`config.mk`:
```
export PLATFORM = sky130hd
export DESIGN_NAME = vga_scanout
export DESIGN_NICKNAME = d
export VERILOG_FILES = /design/src/rtl/vga_scanout.sv
export SDC_FILE = /design/constraint.sdc
export NUM_CORES = 1
export LEC_CHECK = 0
export ABC_AREA = 0
export CAP_MARGIN = 20
export CORE_MARGIN = 8
export CORE_UTILIZATION = 49
export DETAILED_ROUTE_END_ITERATION = 7
export GPL_TIMING_DRIVEN = 0
export PLACE_DENSITY = 0.86
export SYNTH_ARGS = -nofsm -noshare
export SYNTH_HDL_FRONTEND = slang
export SYNTH_SLANG_ARGS = --single-unit
```
`constraint.sdc`:
```
create_clock -name clk -period 3.3 [get_ports clk]
set_clock_uncertainty 0.1 [all_clocks]
set_input_delay 0.66 -clock clk [delete_from_list [all_inputs] [get_ports clk]]
set_output_delay 0.66 -clock clk [all_outputs]
set_load 0.005 [all_outputs]
```
`src/rtl/vga_scanout.sv`:
```
// rtl/vga_scanout.sv - parametrised VGA timing generator and framebuffer scanout engine
// Optional FB_PAGE_EN adds a display-page MSB to fb_addr, latched at the start of vertical blanking.
module vga_scanout #(
  parameter int H_VISIBLE       = 640,
  parameter int H_FRONT         = 16,
  parameter int H_SYNC          = 96,
  parameter int H_BACK          = 48,
  parameter int V_VISIBLE       = 400,
  parameter int V_FRONT         = 11,
  parameter int V_SYNC          = 2,
  parameter int V_BACK          = 32,
  parameter int SYNC_ACTIVE_LOW = 1,
  parameter int SCALE_SHIFT     = 2,
  parameter int FB_COLS_LOG     = 8,
  parameter int FB_ROWS_LOG     = 7,
  parameter int PIXEL_W         = 8,
  parameter int RD_LATENCY      = 1,
`ifdef FB_PAGE_EN
  localparam int ADDR_W         = FB_ROWS_LOG + FB_COLS_LOG + 1
`else
  localparam int ADDR_W         = FB_ROWS_LOG + FB_COLS_LOG
`endif
) (
  input  logic               clk,
  input  logic               reset_n,
  input  logic               pix_en,
  input  logic               page_sel,
  output logic [ADDR_W-1:0]  fb_addr,
  output logic               fb_rd_en,
  input  logic [PIXEL_W-1:0] fb_data,
  output logic [PIXEL_W-1:0] rgb,
  output logic               hsync,
  output logic               vsync,
  output logic               active,
  output logic               frame_start,
  output logic [15:0]        hpos,
  output logic [15:0]        vpos
);

  localparam int H_TOTAL = H_VISIBLE + H_FRONT + H_SYNC + H_BACK;
  localparam int V_TOTAL = V_VISIBLE + V_FRONT + V_SYNC + V_BACK;
  localparam logic [15:0] H_LAST = 16'(H_TOTAL - 1);
  localparam logic [15:0] V_LAST = 16'(V_TOTAL - 1);
  localparam logic [15:0] H_VIS  = 16'(H_VISIBLE);
  localparam logic [15:0] V_VIS  = 16'(V_VISIBLE);
  localparam logic [15:0] HS_BEG = 16'(H_VISIBLE + H_FRONT);
  localparam logic [15:0] HS_END = 16'(H_VISIBLE + H_FRONT + H_SYNC);
  localparam logic [15:0] VS_BEG = 16'(V_VISIBLE + V_FRONT);
  localparam logic [15:0] VS_END = 16'(V_VISIBLE + V_FRONT + V_SYNC);
  localparam logic        SYNC_INV = (SYNC_ACTIVE_LOW != 0);

  if (RD_LATENCY < 1 || RD_LATENCY > 4 || H_FRONT == 0 || H_SYNC == 0 || H_BACK == 0 ||
      V_FRONT == 0 || V_SYNC == 0 || V_BACK == 0) begin : g_bad_param
    $error("vga_scanout: RD_LATENCY must be 1..4 and sync/porch widths nonzero");
  end

  logic [15:0]       r_hpos;
  logic [15:0]       r_vpos;
  logic [ADDR_W-1:0] r_addr_hold;
  logic [3:0]        r_pipe [RD_LATENCY];
  logic              r_adv;
  logic              w_visible;
  logic              w_hpulse;
  logic              w_vpulse;
  logic              w_frame;
  logic [3:0]        w_in;
  logic [ADDR_W-1:0] w_addr;

  always_ff @(posedge clk or negedge reset_n) begin
    if (!reset_n) begin
      r_hpos <= '0;
      r_vpos <= '0;
    end else if (pix_en) begin
      if (r_hpos == H_LAST) begin
        r_hpos <= '0;
        r_vpos <= (r_vpos == V_LAST) ? 16'd0 : r_vpos + 16'd1;
      end else begin
        r_hpos <= r_hpos + 16'd1;
      end
    end
  end

  assign w_visible = (r_hpos < H_VIS) && (r_vpos < V_VIS);
  assign w_hpulse  = (r_hpos >= HS_BEG) && (r_hpos < HS_END);
  assign w_vpulse  = (r_vpos >= VS_BEG) && (r_vpos < VS_END);
  assign w_frame   = (r_hpos == 16'd0) && (r_vpos == 16'd0);
  assign w_in      = {w_frame, w_vpulse, w_hpulse, w_visible};

`ifdef FB_PAGE_EN
  logic r_page;

  // Sampled at the first blank line so the whole next frame reads one page.
  always_ff @(posedge clk or negedge reset_n) begin
    if (!reset_n) r_page <= 1'b0;
    else if (pix_en && r_hpos == 16'd0 && r_vpos == V_VIS) r_page <= page_sel;
  end

  assign w_addr = {r_page, r_vpos[SCALE_SHIFT +: FB_ROWS_LOG], r_hpos[SCALE_SHIFT +: FB_COLS_LOG]};
`else
  logic w_unused_page;
  assign w_unused_page = page_sel;
  assign w_addr = {r_vpos[SCALE_SHIFT +: FB_ROWS_LOG], r_hpos[SCALE_SHIFT +: FB_COLS_LOG]};
`endif

  always_ff @(posedge clk or negedge reset_n) begin
    if (!reset_n) r_addr_hold <= '0;
    else if (pix_en && w_visible) r_addr_hold <= w_addr;
  end

  assign fb_addr  = w_visible ? w_addr : r_addr_hold;
  assign fb_rd_en = w_visible & pix_en;

  // Last stage is the output register, so pins trail the counters by exactly RD_LATENCY.
  always_ff @(posedge clk or negedge reset_n) begin
    if (!reset_n) begin
      for (int i = 0; i < RD_LATENCY; i++) r_pipe[i] <= '0;
      r_adv <= 1'b0;
    end else begin
      r_adv <= pix_en;
      if (pix_en) begin
        r_pipe[0] <= w_in;
        for (int i = 1; i < RD_LATENCY; i++) r_pipe[i] <= r_pipe[i-1];
      end
    end
  end

  assign active      = r_pipe[RD_LATENCY-1][0];
  assign hsync       = r_pipe[RD_LATENCY-1][1] ^ SYNC_INV;
  assign vsync       = r_pipe[RD_LATENCY-1][2] ^ SYNC_INV;
  assign frame_start = r_pipe[RD_LATENCY-1][3] & r_adv;
  assign rgb         = active ? fb_data : '0;
  assign hpos        = r_hpos;
  assign vpos        = r_vpos;

endmodule

```
# After elaboration in Yosys (flattened, before gate mapping)
# Index checks and enable logic that the tools add are counted.
dict set report op_classes {
  n_bitwise 4
  order_cmp 6
  mux 4
  n_mul 0
  n_reduce_logical 8
  div 0
  eq_ne 2
  shift 0
  addsub 2
}
# cell count
set op_table {}
lappend op_table {{$add A16 B1 Y16 const B} 2}
lappend op_table {{$logic_not A16 Y1} 2}
lappend op_table {{$lt A16 B10 Y1 const B} 2}
lappend op_table {{$lt A16 B9 Y1 const B} 2}
lappend op_table {{$mux W16} 2}
lappend op_table {{$eq A16 B10 Y1 const B} 1}
lappend op_table {{$eq A16 B9 Y1 const B} 1}
lappend op_table {{$ge A16 B10 Y1 const B} 1}
lappend op_table {{$ge A16 B9 Y1 const B} 1}
lappend op_table {{$mux W15} 1}
lappend op_table {{$mux W8} 1}
lappend op_table {{$logic_and A1 B1 Y1} 5}
lappend op_table {{$and A1 B1 Y1} 2}
lappend op_table {{$not A1 Y1} 2}
lappend op_table {{$reduce_and A2 Y1} 1}
dict set report word_totals {
  in_bits 12
  elab_cells 31
  output_inout_bits 60
  latchBits 0
  n_memories 0
  ram_bits 0
  mem_bits_ro 0
  ff_bits 52
}

# Logic depth before layout (Yosys ltp)
# Gate-level depths: netlist (run 1).
dict set report depth {
  depth_word 3
  depth_mapped 8
}

# Least setup slack after synthesis (run 1)
# Ideal clock, no wire load.
dict set report synth_path {
  path_type {register to output}
  start {register r_vpos[13], in the netlist vpos[13]}
  end {output port fb_addr[10]}
  arrival_time_ps 1922
  stages_incl_launch_ff 7
  n_path_buf 2
  setup_slack_ps 618
  required_time_ps 2540
  cell_sequence {dfrtp_1 -> or4_4 -> nor2_4 -> o2111a_1 -> buf_4 -> buf_4 -> mux2_2}
}
dict set report synth_via {
  elab_chain_cells 3
}
# item line_no
set synth_rtl {}
lappend synth_rtl {{start, declared} 58} ;# logic [15:0] r_vpos;
lappend synth_rtl {{start signal, assigned} 76} ;# r_vpos <= (r_vpos == V_LAST) ? 16'd0 : r_vpos + 16'd1;
lappend synth_rtl {{$lt A16 B9 Y1} 83} ;# assign w_visible = (r_hpos < H_VIS) && (r_vpos < V_VIS);
lappend synth_rtl {{$logic_and A1 B1 Y1} 83}
lappend synth_rtl {{$mux W15} 110} ;# assign fb_addr = w_visible ? w_addr : r_addr_hold;
lappend synth_rtl {{end, declared} 28} ;# output logic [ADDR_W-1:0] fb_addr,
# No other way between the ends.

# Worst setup path in the final report (run 1)
dict set report layout_path {
  start {register r_vpos[13], in the netlist vpos[13]}
  end {output port fb_addr[7]}
}
# Same word-level chain as after synthesis.

==> run metrics, run 1 <==
first-pass GRT wire length=12500 um; slowest CP cell=or4_4; CTS tree=yes; pin count of the biggest net entering global routing=28; Die H=92.7 um; most common cell after layout, fill and taps aside=clkdlybuf4s50_1; commonest non-fill, non-tap cells in the layout=clkdlybuf4s50_1 (54), dfrtp_1 (51), nand2_1 (22); Final Max Tran Viols=0; part of the power in the clock network=0.247; wire length per cell=17.3 um; status=finished, final reports clean; number of buffers created by CTS=5; synth-to-layout area growth=33.3%; Final Setup Violations=0; Sw Ratio=0.294; Cell Pwr Density=383 mW/mm^2; Peak VDD IR=0.252 mV; All-Layer GR Usage=0.180; Post-CTS Hold Fix Bufs=0; Reg2Reg Launch Point=hpos[1]$_DFFE_PN0P_; Sequential Power Share=0.498; Async SR Flop Fraction=1.00; CTS H-tree depth=2; Least-Margin Pin Slew=0.607 ns; DRC Markers=0; CP Class=flip-flop to output port; critical path fanouts, max=10; Starting Density=0.495; Synth cell types=42; layout cell share with drive strength beyond 1=0.155; clock latency on the worst-skew pair=0.31 ns; placer congestion estimate=0.852; Root Buffer=clkbuf_8; r2r endpoint=vpos[6]$_DFFE_PN0P_; CP cell instances=or4_4 > nor2_4 > o2111a_1 > buf_6 > buf_8 > mux2_2 > dlygate4sd2_1; Post-Syn Nets=301; total congestion overflow=0; layout net count=384; flop-to-flop setup slack=0.91 ns; Switch Pwr=433 uW; Core Area=0.00582 mm^2; fin crit share=0.972; clock-pin slew on the worst setup and hold paths=0.10 ns; Mapped Area=0.00288 mm^2; hold crit path type=input port to asynchronous set/reset pin; Max Cap Viol=0; CP Capture Type=output port; register area share after synthesis=0.452; Slew headroom=0.596; Inserted Diodes=0; Mapped Cells=284; Synth Area per Inst=10.1 um^2; max incr delay on CP=0.57 ns; Seq cells post-synth=52; design internal power=1.04 mW; WL final=7680 um; Post-Layout Cell Count=443; DP Area=0.00369 mm^2; number of synthesized flops with an enable pin=0; DR vias=2493; Die ar.=0.00859 mm^2; Post-DP HPWL=5630 um; Final Hold Viols=0; CTS Sinks=52; DR pass1 iterations=4; leakage=1.75 nW; PortBufs=70; CTS max path bufs=2; vias in the first global route=2456; placed cell count=430; # rows=28; worst r2r path cells=8; final instance area=0.00384 mm^2; arrival time worst endpoint=2.45 ns; WP data required=2.54 ns; io pins=72; type of origin of the critical path=flip-flop; initial antenna violation count=0; final critical-path required period=3.21 ns; RSZ-0062 raised after global routing=no; ys flop type=dfrtp_1; yosys warns=0; fmax=0.312 GHz; DR iter-0 viols=276; combinational share of power=0.255; routed vias/inst=5.63; post-route ant nets=0; Die W=92.7 um
==> metal layers <==
metal  global-route usage  vias to the layer above  routed length (um)
met2                0.297                      108                3660
met5                    0                        -                   0
li1                     -                     1161                   -
met1                0.226                     1213                3330
met3               0.0405                       11                 525
met4               0.0631                        0                 155
==> Yosys cell counts, types with 2 or more instances <==
cell type   n  share of area
nand2_1    22          0.029
nor2b_1     2         0.0043
buf_2       5         0.0087
and4_1      2         0.0061
o21ai_1     2         0.0035
inv_1       9          0.012
o31ai_1     7          0.018
dfrtp_1    52           0.45
nand4_1     8          0.017
nor4_1      5          0.011
mux2_4      9          0.047
and3_1     12          0.026
nand2b_1    2         0.0043
nor2_1     13          0.017
nor3_1      5         0.0087
nand3_1    17          0.030
xnor2_1    12          0.036
ha_1        5          0.022
and2_1      9          0.020
mux2_2     18          0.070
nand3b_1    3         0.0078
nor4bb_1    2         0.0069
buf_4       2         0.0052
o21ai_0    16          0.028
mux2_1      4          0.016
xor2_1      5          0.015
a21oi_1     6          0.010
clkbuf_1   16          0.021
==> registers in the layout, summed over array words and instances, names as in the netlist <==
name,flops
hpos,16
r_addr_hold,15
r_adv,1
r_pipe,4
vpos,16
==> metrics by stage <==
stage / hold WS [ns] / utilization / TNS (ns) / total power, mW / setup slack (ns)
floorplan: 0.264 / - / 0 / 0.927 / 0.618
detailed placement: 0.385 / 0.635 / -0.946 / 1.14 / -0.101
global placement: 0.370 / 0.632 / -0.951 / 1.12 / -0.100
finish: 0.249 / 0.660 / 0 / 1.47 / 0.0932
global route: 0.280 / 0.660 / 0 / 1.54 / 0.0214
CTS: 0.265 / 0.659 / 0 / 1.47 / 0.0977
==> logic make-up after synthesis <==
logic type,count (synthesis),share of synthesized area
adder cells (fa/ha/maj),5,0.0217
AND/OR/NAND/NOR,109,0.214
buffers and inverters,33,0.0504
multiplexers,32,0.136
flip-flops,52,0.452
AO/OA/AOI/OAI,36,0.0747
XOR/XNOR,17,0.0517
==> power groups by stage <==
stage	clock [mW]	combinational (mW)	sequential, mW
finish	0.362	0.375	0.733
global route	0.392	0.406	0.741
CTS	0.366	0.376	0.733
detailed placement	0	0.394	0.745
global placement	0	0.379	0.739
floorplan	0	0.188	0.739
==> critical path, delay by kind of cell, from the launching register on <==
kind                   cells  cell delay (ns)
buffers and inverters      3             0.53
and+or+nand+nor            2             0.68
muxes                      1             0.34
AOI/OAI and AO/OA          1             0.19
DFF                        1             0.40
==> timing repair <==
action                     CTS  global route
pin swaps                    1             0
setup endpoints to repair   16             6
gates resized for setup     20             1
setup buffers                6             0
==> area by class of cell <==
class,instances,area [um^2]
buffer,23,119
sequential,52,1300
tap,75,93.8
inverter,9,33.8
clock inverter,3,18.8
timing repair buffer,77,754
clock buffer,5,68.8
fill,472,1970
multi-input combinational,199,1450
==> how the worst max path moves through the flow <==
stage	slack, ns	end	from
3_3_place_gp	-0.10	fb_rd_en	pix_en
3_5_place_dp	-0.10	fb_addr[11]	hpos[12]$_DFFE_PN0P_
2_1_floorplan	0.62	fb_addr[10]	vpos[13]$_DFFE_PN0P_
4_1_cts	0.1	fb_addr[10]	vpos[13]$_DFFE_PN0P_
5_1_grt	0.02	fb_addr[13]	hpos[7]$_DFFE_PN0P_
6_report	0.09	fb_addr[7]	vpos[13]$_DFFE_PN0P_
(Power assumes the default switching activity.)
==> inputs of run 2 (changes only) <==
PLACE_DENSITY = default   (was 0.86)
PLACE_DENSITY_LB_ADDON = 0.12   (was default)
==> run metrics, run 2 (synthesis gave the netlist of run 1 again) <==
register area=0.00130 mm^2 (about the same); status=finished, final reports clean; Root Buffer=clkbuf_8; initial antenna violation count=0 (unchanged); leakage=1.75 nW (about the same); arrival time worst endpoint=2.43 ns (-0.02 ns); total congestion overflow=0 (unchanged); Starting Density=0.495 (unchanged); number of buffers created by CTS=5 (unchanged); Max Cap Viol=0 (unchanged); CP Capture Type=output port; layout net count=384 (unchanged); clock-pin slew on the worst setup and hold paths=0.09 ns (about the same); fmax=0.313 GHz (+0.40%); Pwr Total=1.47 mW (about the same); Slew headroom=0.632 (+0.0366); routed vias/inst=5.50 (-2.3%); type of origin of the critical path=flip-flop; Cell Pwr Density=383 mW/mm^2 (+0.14%); WP data required=2.54 ns (about the same); fin crit share=0.968 (-0.00391); hold slack final=0.232 ns (-0.0171 ns); first-pass GRT wire length=12100 um (-3.4%); placer congestion estimate=0.851 (-0.12%); # rows=28 (unchanged); most common cell after layout, fill and taps aside=clkdlybuf4s50_1; PortBufs=70 (unchanged); CTS Sinks=52 (unchanged); wire length per cell=16.5 um (-5.0%); filler cell count=494 (+4.7%); critical path fanouts, max=10 (unchanged); Final Setup Violations=0 (unchanged); layout cell share with drive strength beyond 1=0.152 (-0.00272); pin count of the biggest net entering global routing=32 (+14%); Die W=92.7 um (unchanged); commonest non-fill, non-tap cells in the layout=clkdlybuf4s50_1 (54), dfrtp_1 (52), nand2_1 (22); CTS max path bufs=2 (unchanged); post-route ant nets=0 (unchanged); DR vias=2436 (-2.3%); synth-to-layout area growth=33.1%; Inserted Diodes=0 (unchanged); hold crit path type=input port to asynchronous set/reset pin; clock latency on the worst-skew pair=0.30 ns (about the same); Final Hold Viols=0 (unchanged); Worst Slack Setup Final=0.106 ns (+0.0129 ns); io pins=72 (unchanged); CTS tree=yes; Die H=92.7 um (unchanged); vias in the first global route=2460 (+0.16%); All-Layer GR Usage=0.174 (-0.00575); CP Class=flip-flop to output port; RSZ-0062 raised after global routing=no; DR iter-0 viols=252 (-8.7%); DR pass1 iterations=4 (unchanged); Least-Margin Pin Slew=0.552 ns (-0.0549 ns); Core Area=0.00582 mm^2 (unchanged); Post-CTS Hold Fix Bufs=0 (unchanged); CTS H-tree depth=2 (unchanged); final critical-path required period=3.19 ns (-0.0129 ns); Setup TNS Final=0 ns (unchanged); Multi-input gate area=0.00144 mm^2 (-0.60%); WL final=7300 um (-5.0%); worst r2r path cells=8 (unchanged); Final Max Tran Viols=0 (unchanged); Die ar.=0.00859 mm^2 (unchanged); DRC Markers=0 (unchanged); Peak VDD IR=0.403 mV (+60%); dpl ws=-0.110 ns (-0.00838 ns); Post-DP HPWL=5420 um (-3.7%)
-- run 2: changes by cell type in the layout (fill, tap and decap cells not counted), sizes merged --
cell | before | now
clkinv | 3 | 2
clkbuf | 20 | 21
-- run 2: final cells by class --
type	instances	area share
Tap cell	75	0.0245
Buffer	23	0.0310
Timing Repair Buffer	77	0.197
Sequential cell	52	0.339
Inverter	9	0.00881
Clock buffer	6	0.0215
Clock inverter	2	0.00261
Multi-Input combinational cell	199	0.376
-- run 2: worst paths after layout --
check,to,start,slack (ns)
setup reg to reg,vpos[4]$_DFFE_PN0P_,hpos[0]$_DFFE_PN0P_,0.91
min in group clk,r_addr_hold[3]$_DFFE_PN0P_,r_addr_hold[3]$_DFFE_PN0P_,0.40
setup / recovery,fb_addr[11],hpos[12]$_DFFE_PN0P_,0.11
hold reg to reg,r_addr_hold[3]$_DFFE_PN0P_,r_addr_hold[3]$_DFFE_PN0P_,0.40
max in group asynchronous,hpos[14]$_DFFE_PN0P_,reset_n,2.31
hold / removal,r_addr_hold[7]$_DFFE_PN0P_,reset_n,0.23
-- run 2: timing repair --
action / 4_1_cts / 5_1_grt
resized for setup: 19 / 0
buffers inserted: 6 / 0
setup endpoints to repair: 16 / 0
-- run 2: power breakdown --
part           switching (mW)  total [mW]  internal [mW]
Clock                   0.204       0.372          0.168
Combinational           0.179       0.372          0.194
Sequential             0.0313       0.726          0.695
Total                   0.414        1.47           1.06
-- run 2: metrics by stage --
stage	instance area, um^2	std cells	utilization
global route	3840	443	0.660
floorplan	2880	284	-
detailed placement	3690	430	0.635
finish	3840	443	0.660
global placement	3680	429	0.632
CTS	3840	443	0.660
-- run 2: critical path, stage by stage, from the launching register on --
cell           delay [ns]
dfrtp_1              0.46
nor4_2               0.33
nor3b_4              0.26
o2111a_1             0.22
buf_6                0.12
buf_8                0.14
mux2_2               0.35
dlygate4sd2_1        0.27
-- run 2: per-layer routing --
| layer | GRT usage | vias up | part of all wire |
|---|---|---|---|
| met5 | 0 | - | 0 |
| met4 | 0.0591 | 0 | 0.014 |
| met2 | 0.281 | 90 | 0.46 |
| met3 | 0.0356 | 12 | 0.069 |
| li1 | - | 1165 | - |
| met1 | 0.227 | 1169 | 0.46 |
